--- src/rtl/branch_resolve_ctrl.sv ---
// branch_resolve_ctrl: execute-stage sequencer for the branch condition unit.
// Define BR_STATS_EN to add saturating branch / mispredict counters.
module branch_resolve_ctrl #(
    parameter int XLEN    = 32,
    parameter int PC_STEP = 4
) (
    input  logic            clk,
    input  logic            rst_n,
`ifdef BR_STATS_EN
    output logic [31:0]     br_cnt,
    output logic [31:0]     mis_cnt,
`endif
    input  logic            br_valid,
    output logic            br_ready,
    input  logic [3:0]      br_bf,
    input  logic [XLEN-1:0] br_pc,
    input  logic [XLEN-1:0] br_off,
    input  logic            br_pred,
    input  logic            ops_rdy,
    input  logic [XLEN-1:0] rs_val,
    input  logic [XLEN-1:0] rt_val,
    input  logic            kill,
    output logic [XLEN-1:0] bce_a,
    output logic [XLEN-1:0] bce_b,
    output logic [3:0]      bce_bf,
    input  logic            bce_res,
    output logic            stall,
    output logic            redirect_valid,
    output logic [XLEN-1:0] redirect_pc,
    output logic            flush
);

    typedef enum logic [1:0] {
        S_IDLE     = 2'd0,
        S_WAIT_OPS = 2'd1,
        S_EVAL     = 2'd2,
        S_RESOLVE  = 2'd3
    } state_t;

    state_t            r_state;

    // latched branch descriptor
    logic [3:0]        r_bf;
    logic [XLEN-1:0]   r_pc;
    logic [XLEN-1:0]   r_off;
    logic              r_pred;

    // operand / function registers feeding the BCEU
    logic [XLEN-1:0]   r_bce_a;
    logic [XLEN-1:0]   r_bce_b;
    logic [3:0]        r_bce_bf;

    // resolution results
    logic              r_mispred;
    logic [XLEN-1:0]   r_tgt;
    logic [XLEN-1:0]   r_pc_hold;

    logic              w_accept;
    logic              w_legal;
    logic              w_taken;
    logic [XLEN-1:0]   w_fall;
    logic [XLEN-1:0]   w_jump;
    logic              w_redirect;

    // only the compare encodings the BCEU really implements may be taken
    function automatic logic f_legal(input logic [3:0] bf);
        return (bf == 4'b0010) || (bf == 4'b0011) || bf[3];
    endfunction

    assign w_accept = (r_state == S_IDLE) & br_valid & ~kill;
    assign w_legal  = f_legal(r_bf);
    assign w_taken  = bce_res & w_legal;
    assign w_fall   = r_pc + XLEN'(PC_STEP);
    assign w_jump   = w_fall + r_off;

    // a kill arriving in the resolve cycle still suppresses the redirect
    assign w_redirect = r_mispred & ~kill;

    assign br_ready       = (r_state == S_IDLE);
    assign stall          = (r_state == S_WAIT_OPS);
    assign bce_a          = r_bce_a;
    assign bce_b          = r_bce_b;
    assign bce_bf         = r_bce_bf;
    assign redirect_valid = w_redirect;
    assign flush          = w_redirect;
    assign redirect_pc    = w_redirect ? r_tgt : r_pc_hold;

    // branch sequencing FSM with registered BCEU drive and redirect state
    always_ff @(posedge clk or negedge rst_n) begin
        if (!rst_n) begin
            r_state   <= S_IDLE;
            r_bf      <= 4'b0000;
            r_pc      <= '0;
            r_off     <= '0;
            r_pred    <= 1'b0;
            r_bce_a   <= '0;
            r_bce_b   <= '0;
            r_bce_bf  <= 4'b0000;
            r_mispred <= 1'b0;
            r_tgt     <= '0;
            r_pc_hold <= '0;
        end else begin
            r_mispred <= 1'b0;
            unique case (r_state)
                S_IDLE: begin
                    r_bce_bf <= 4'b0000;
                    if (w_accept) begin
                        r_bf   <= br_bf;
                        r_pc   <= br_pc;
                        r_off  <= br_off;
                        r_pred <= br_pred;
                        if (ops_rdy) begin
                            r_bce_a  <= rs_val;
                            r_bce_b  <= rt_val;
                            r_bce_bf <= br_bf;
                            r_state  <= S_EVAL;
                        end else begin
                            r_state  <= S_WAIT_OPS;
                        end
                    end
                end
                S_WAIT_OPS: begin
                    if (kill) begin
                        r_state <= S_IDLE;
                    end else if (ops_rdy) begin
                        r_bce_a  <= rs_val;
                        r_bce_b  <= rt_val;
                        r_bce_bf <= r_bf;
                        r_state  <= S_EVAL;
                    end
                end
                S_EVAL: begin
                    r_bce_bf <= 4'b0000;
                    if (kill) begin
                        r_state <= S_IDLE;
                    end else begin
                        r_mispred <= (w_taken != r_pred);
                        r_tgt     <= w_taken ? w_jump : w_fall;
                        r_state   <= S_RESOLVE;
                    end
                end
                S_RESOLVE: begin
                    r_bce_bf <= 4'b0000;
                    if (w_redirect) begin
                        r_pc_hold <= r_tgt;
                    end
                    r_state <= S_IDLE;
                end
                default: begin
                    r_bce_bf <= 4'b0000;
                    r_state  <= S_IDLE;
                end
            endcase
        end
    end

`ifdef BR_STATS_EN
    logic [31:0] r_br_cnt;
    logic [31:0] r_mis_cnt;

    // saturating counts of resolved branches and of redirects
    always_ff @(posedge clk or negedge rst_n) begin
        if (!rst_n) begin
            r_br_cnt  <= '0;
            r_mis_cnt <= '0;
        end else if ((r_state == S_RESOLVE) && !kill) begin
            if (r_br_cnt != 32'hFFFF_FFFF) begin
                r_br_cnt <= r_br_cnt + 32'd1;
            end
            if (r_mispred && (r_mis_cnt != 32'hFFFF_FFFF)) begin
                r_mis_cnt <= r_mis_cnt + 32'd1;
            end
        end
    end

    assign br_cnt  = r_br_cnt;
    assign mis_cnt = r_mis_cnt;
`else
    // statistics counters not built
`endif

endmodule

--- config.mk ---
export PLATFORM = sky130hd
export DESIGN_NAME = branch_resolve_ctrl
export DESIGN_NICKNAME = d
export VERILOG_FILES = /design/src/rtl/branch_resolve_ctrl.sv
export SDC_FILE = /design/constraint.sdc
export NUM_CORES = 1
export LEC_CHECK = 0
export CAP_MARGIN = 20
export CORE_MARGIN = 4
export CORE_UTILIZATION = 55
export CTS_CLUSTER_SIZE = 20
export DETAILED_ROUTE_END_ITERATION = 10
export PLACE_DENSITY = 0.86
export SLEW_MARGIN = 40
export SYNTH_ARGS = -nofsm -noshare
export SYNTH_HDL_FRONTEND = slang
export SYNTH_SLANG_ARGS = --single-unit
export TNS_END_PERCENT = 30
--- constraint.sdc ---
create_clock -name clk -period 9.5 [get_ports clk]
set_clock_uncertainty 0.2 [all_clocks]
set_input_delay 2.375 -clock clk [delete_from_list [all_inputs] [get_ports clk]]
set_output_delay 2.375 -clock clk [all_outputs]
set_load 0.02 [all_outputs]
==> metrics.md <==
| Metric | Value |
|---|---|
| Reg clk slew, reported paths | 0.06 ns |
| Clock root buffer | clkbuf_16 |
| Clk sinks | approximately 200 |
| Die Ht | approximately 150 um |
| Power per cell area | roughly 250 nW/um^2 |
| Fmax achieved | around 0.14 GHz |
| Syn Std Cell Area | between 10000 and 15000 sq um |
| Setup bufs post-CTS | 0 |
| HPWL after DPL | around 21000 um |
| Worst Path Max Fanout | 14 |
| Hold Buf Count CTS | 0 |
| Final Util | about three quarters |
| Min-delay worst type | flip-flop to flip-flop |
| Switching pwr | 1.231 mW |
| Clock Tree Buf Depth | 3 |
| Setup crit start kind | input pin |
| DRT Pass-1 Iters | 5 |
| Post-synthesis sequential area ratio | 48.30% |
| Final count of hold timing violations | 0 |
| Vias per cell | around 5.6 |
| Fin. max-slew vios | 0 |
| Per-cell routed wire length | 19.45 um |
| IO Count | between 200 and 250 |
| Tot Pwr | 3.492 mW |
| Cell taking the most area after synthesis | dfrtp_1 |
| Vias in the first global route | about 8.2k |
| Die W | ~150 um |
| Outcome | completed |
| Pin count of the biggest net entering global routing | 77 |
| Comb power frac | between 30% and 40% |
| Cell Rows | 50 |
| Via count | 8076 |
| First-pass GRT wire length | between 40000 and 50000 um |
| Syn Inst Count | 926 |
| Post-synth cell types | 62 |
| Post-synth EDFFs | 0 |
| CP Data Arrival Time | between 4 and 5 ns |
| Worst VDD drop | 0.1563 mV |
| Post-synth ARST share | between 90% and 100% |
| Resize count post-CTS | 0 |
| Mean Syn Cell Area | roughly 11 sq um |
| YS warnings | 0 |
| Share of layout cells above drive strength 1 | 21.68% |
| GPL Wtd Cong | approximately 0.94 |
| P_leak | between 6 and 7 nW |
| Number of DRC markers in iteration 0 | 540 |
| Die area | roughly 21000 sq um |
| Number of port buffers | roughly 240 |
| Initial antenna violation count | 2 |
| GRT Total Usage | roughly a quarter |
| RSZ-0062 raised after global routing | false |
| Setup TNS | 0 ns |
| Switching share of power | a little over a third |
| GRT Residual Overflow | 0 |
| Final wirelength | around 28000 um |
| Yosys reg bits | ~200 |
| H-tree depth | 1 |
| Final period utilization | around 76% |
| Top cells by area, synth | dfrtp_1 48%, mux2_2 21%, ha_1 4.7% |
| Crit path kind | input pin to output pin |
| Final net count | approximately 1.3k |
| Actual slew at the worst max-slew pin | ~0.76 ns |
| Hold Slack | between 0.2 and 0.3 ns |
| ANT nets after route | 0 |
| DRC | 0 |
| Dominant synthesized flop cell | dfrtp_1 |
| Clock Power Share | around 24% |
| Syn_nets | ~1.1k |
| Clk_lat worst skew | about 0.5 ns |
| Num CTS Buffers | 22 |
| Fillers | approximately 1.3k |
| Core Region | roughly 19000 sq um |
| Max-cap violations | 0 |
| Final Setup Violations | 0 |
| Sequential share of power | ~36% |
| Period minus WS final | 7.202 ns |
| CTS tree | yes |
| Top-area cell type share of the netlist area | between 40% and 50% |
| Synthesis-to-finish area growth | 32.58% |
| Most common cell in the netlist | dfrtp_1 |
| Starting Density | a little under three fifths |
| Req. time, crit path | between 6 and 7 ns |
| Post-synth top cells | 204 x dfrtp_1, 194 x mux2_2, 76 x nand2_1, 58 x a21oi_1, 45 x nor2_1 |
| Power Internal | about 2.3 mW |
| Max-slew headroom | about half |
| CP Capture Type | output pin |
-- critical path: stages --
cell and delay (ns):
clkdlybuf4s50_1 0.57, nor2b_4 0.36, buf_8 0.22, buf_8 0.18, mux2_2 0.36, clkdlybuf4s50_1 0.55
-- per-stage QoR --
stage	instance area [sq um]	setup WS (ns)	instances
final	14010	2.298	1437
after global routing	14010	2.216	1437
after CTS	14000	2.300	1436
after detailed placement	13280	2.304	1397
after global placement	13240	2.150	1395
after floorplan	10570	3.297	926
-- kinds of logic after synthesis --
family,synth area share (%)
muxes,21.05
buffers and inverters,2.024
xor gates and xnor gates,4.226
adders and majority gates,4.925
and+or+nand+nor,9.104
DFF,48.30
AOI/OAI and AO/OA,10.37
-- power by group through the flow --
stage / registers (mW) / clock network [mW] / logic, mW
2_1_floorplan: 1.30 / 0 / 0.847
3_3_place_gp: 1.26 / 0 / 1.35
3_5_place_dp: 1.27 / 0 / 1.38
4_1_cts: 1.26 / 0.862 / 1.39
5_1_grt: 1.28 / 0.895 / 1.52
6_report: 1.26 / 0.841 / 1.39
-- state kept, by name, summed over array words and instances, names as in the netlist --
register	flops
r_pc	32
r_state	2
r_off	32
bce_bf	4
bce_b	32
r_tgt	32
r_mispred	1
r_pc_hold	32
r_pred	1
r_bf	4
bce_a	32
-- layer usage --
| metal | global-route usage, % | vias to the layer above | part of all wire (%) |
|---|---|---|---|
| li1 | - | 3808 | - |
| met1 | 34.14 | 3914 | 42 |
| met2 | 43.77 | 295 | 49 |
| met3 | 4.314 | 57 | 5.8 |
| met4 | 7.573 | 2 | 2.9 |
| met5 | 0 | - | 0.054 |
-- final cells by class --
cell class | instances | area [sq um] | share of cell area [%]
multi-input combinational | 668 | 5281 | 37.69
sequential | 204 | 5105 | 36.43
timing repair buffer | 252 | 2527 | 18.04
clock buffer | 34 | 655.6 | 4.679
tap | 260 | 325.3 | 2.322
clock inverter | 5 | 66.31 | 0.4733
inverter | 13 | 48.80 | 0.3482
antenna | 1 | 2.502 | 0.01786
-- cell usage in the layout (no fill, tap or decap), types with 22 or more instances in the layout --
master,netlist,layout
clkbuf_16,0,22
xnor2_1,33,33
nand2_1,76,76
ha_1,40,40
nor2_1,45,45
a21oi_1,58,58
mux2_2,194,194
dfrtp_1,204,204
o21ai_0,39,39
clkdlybuf4s50_1,0,241
-- path summary, 6_finish.rpt --
check / start / endpoint / slack (ns) / cells after the start
min in group asynchronous: rst_n / r_pc[3] / 1.69 / 1
worst max register to register: r_pc[2] / r_tgt[31] / 5.23 / 14
worst max-delay path: kill / redirect_pc[17] / 2.30 / 6
worst min-delay path: r_tgt[3] / r_tgt[3] / 0.29 / 2
max in group asynchronous: rst_n / r_tgt[17] / 5.80 / 3
worst min register to register: r_tgt[3] / r_tgt[3] / 0.29 / 2
(Power assumes the default switching activity.)
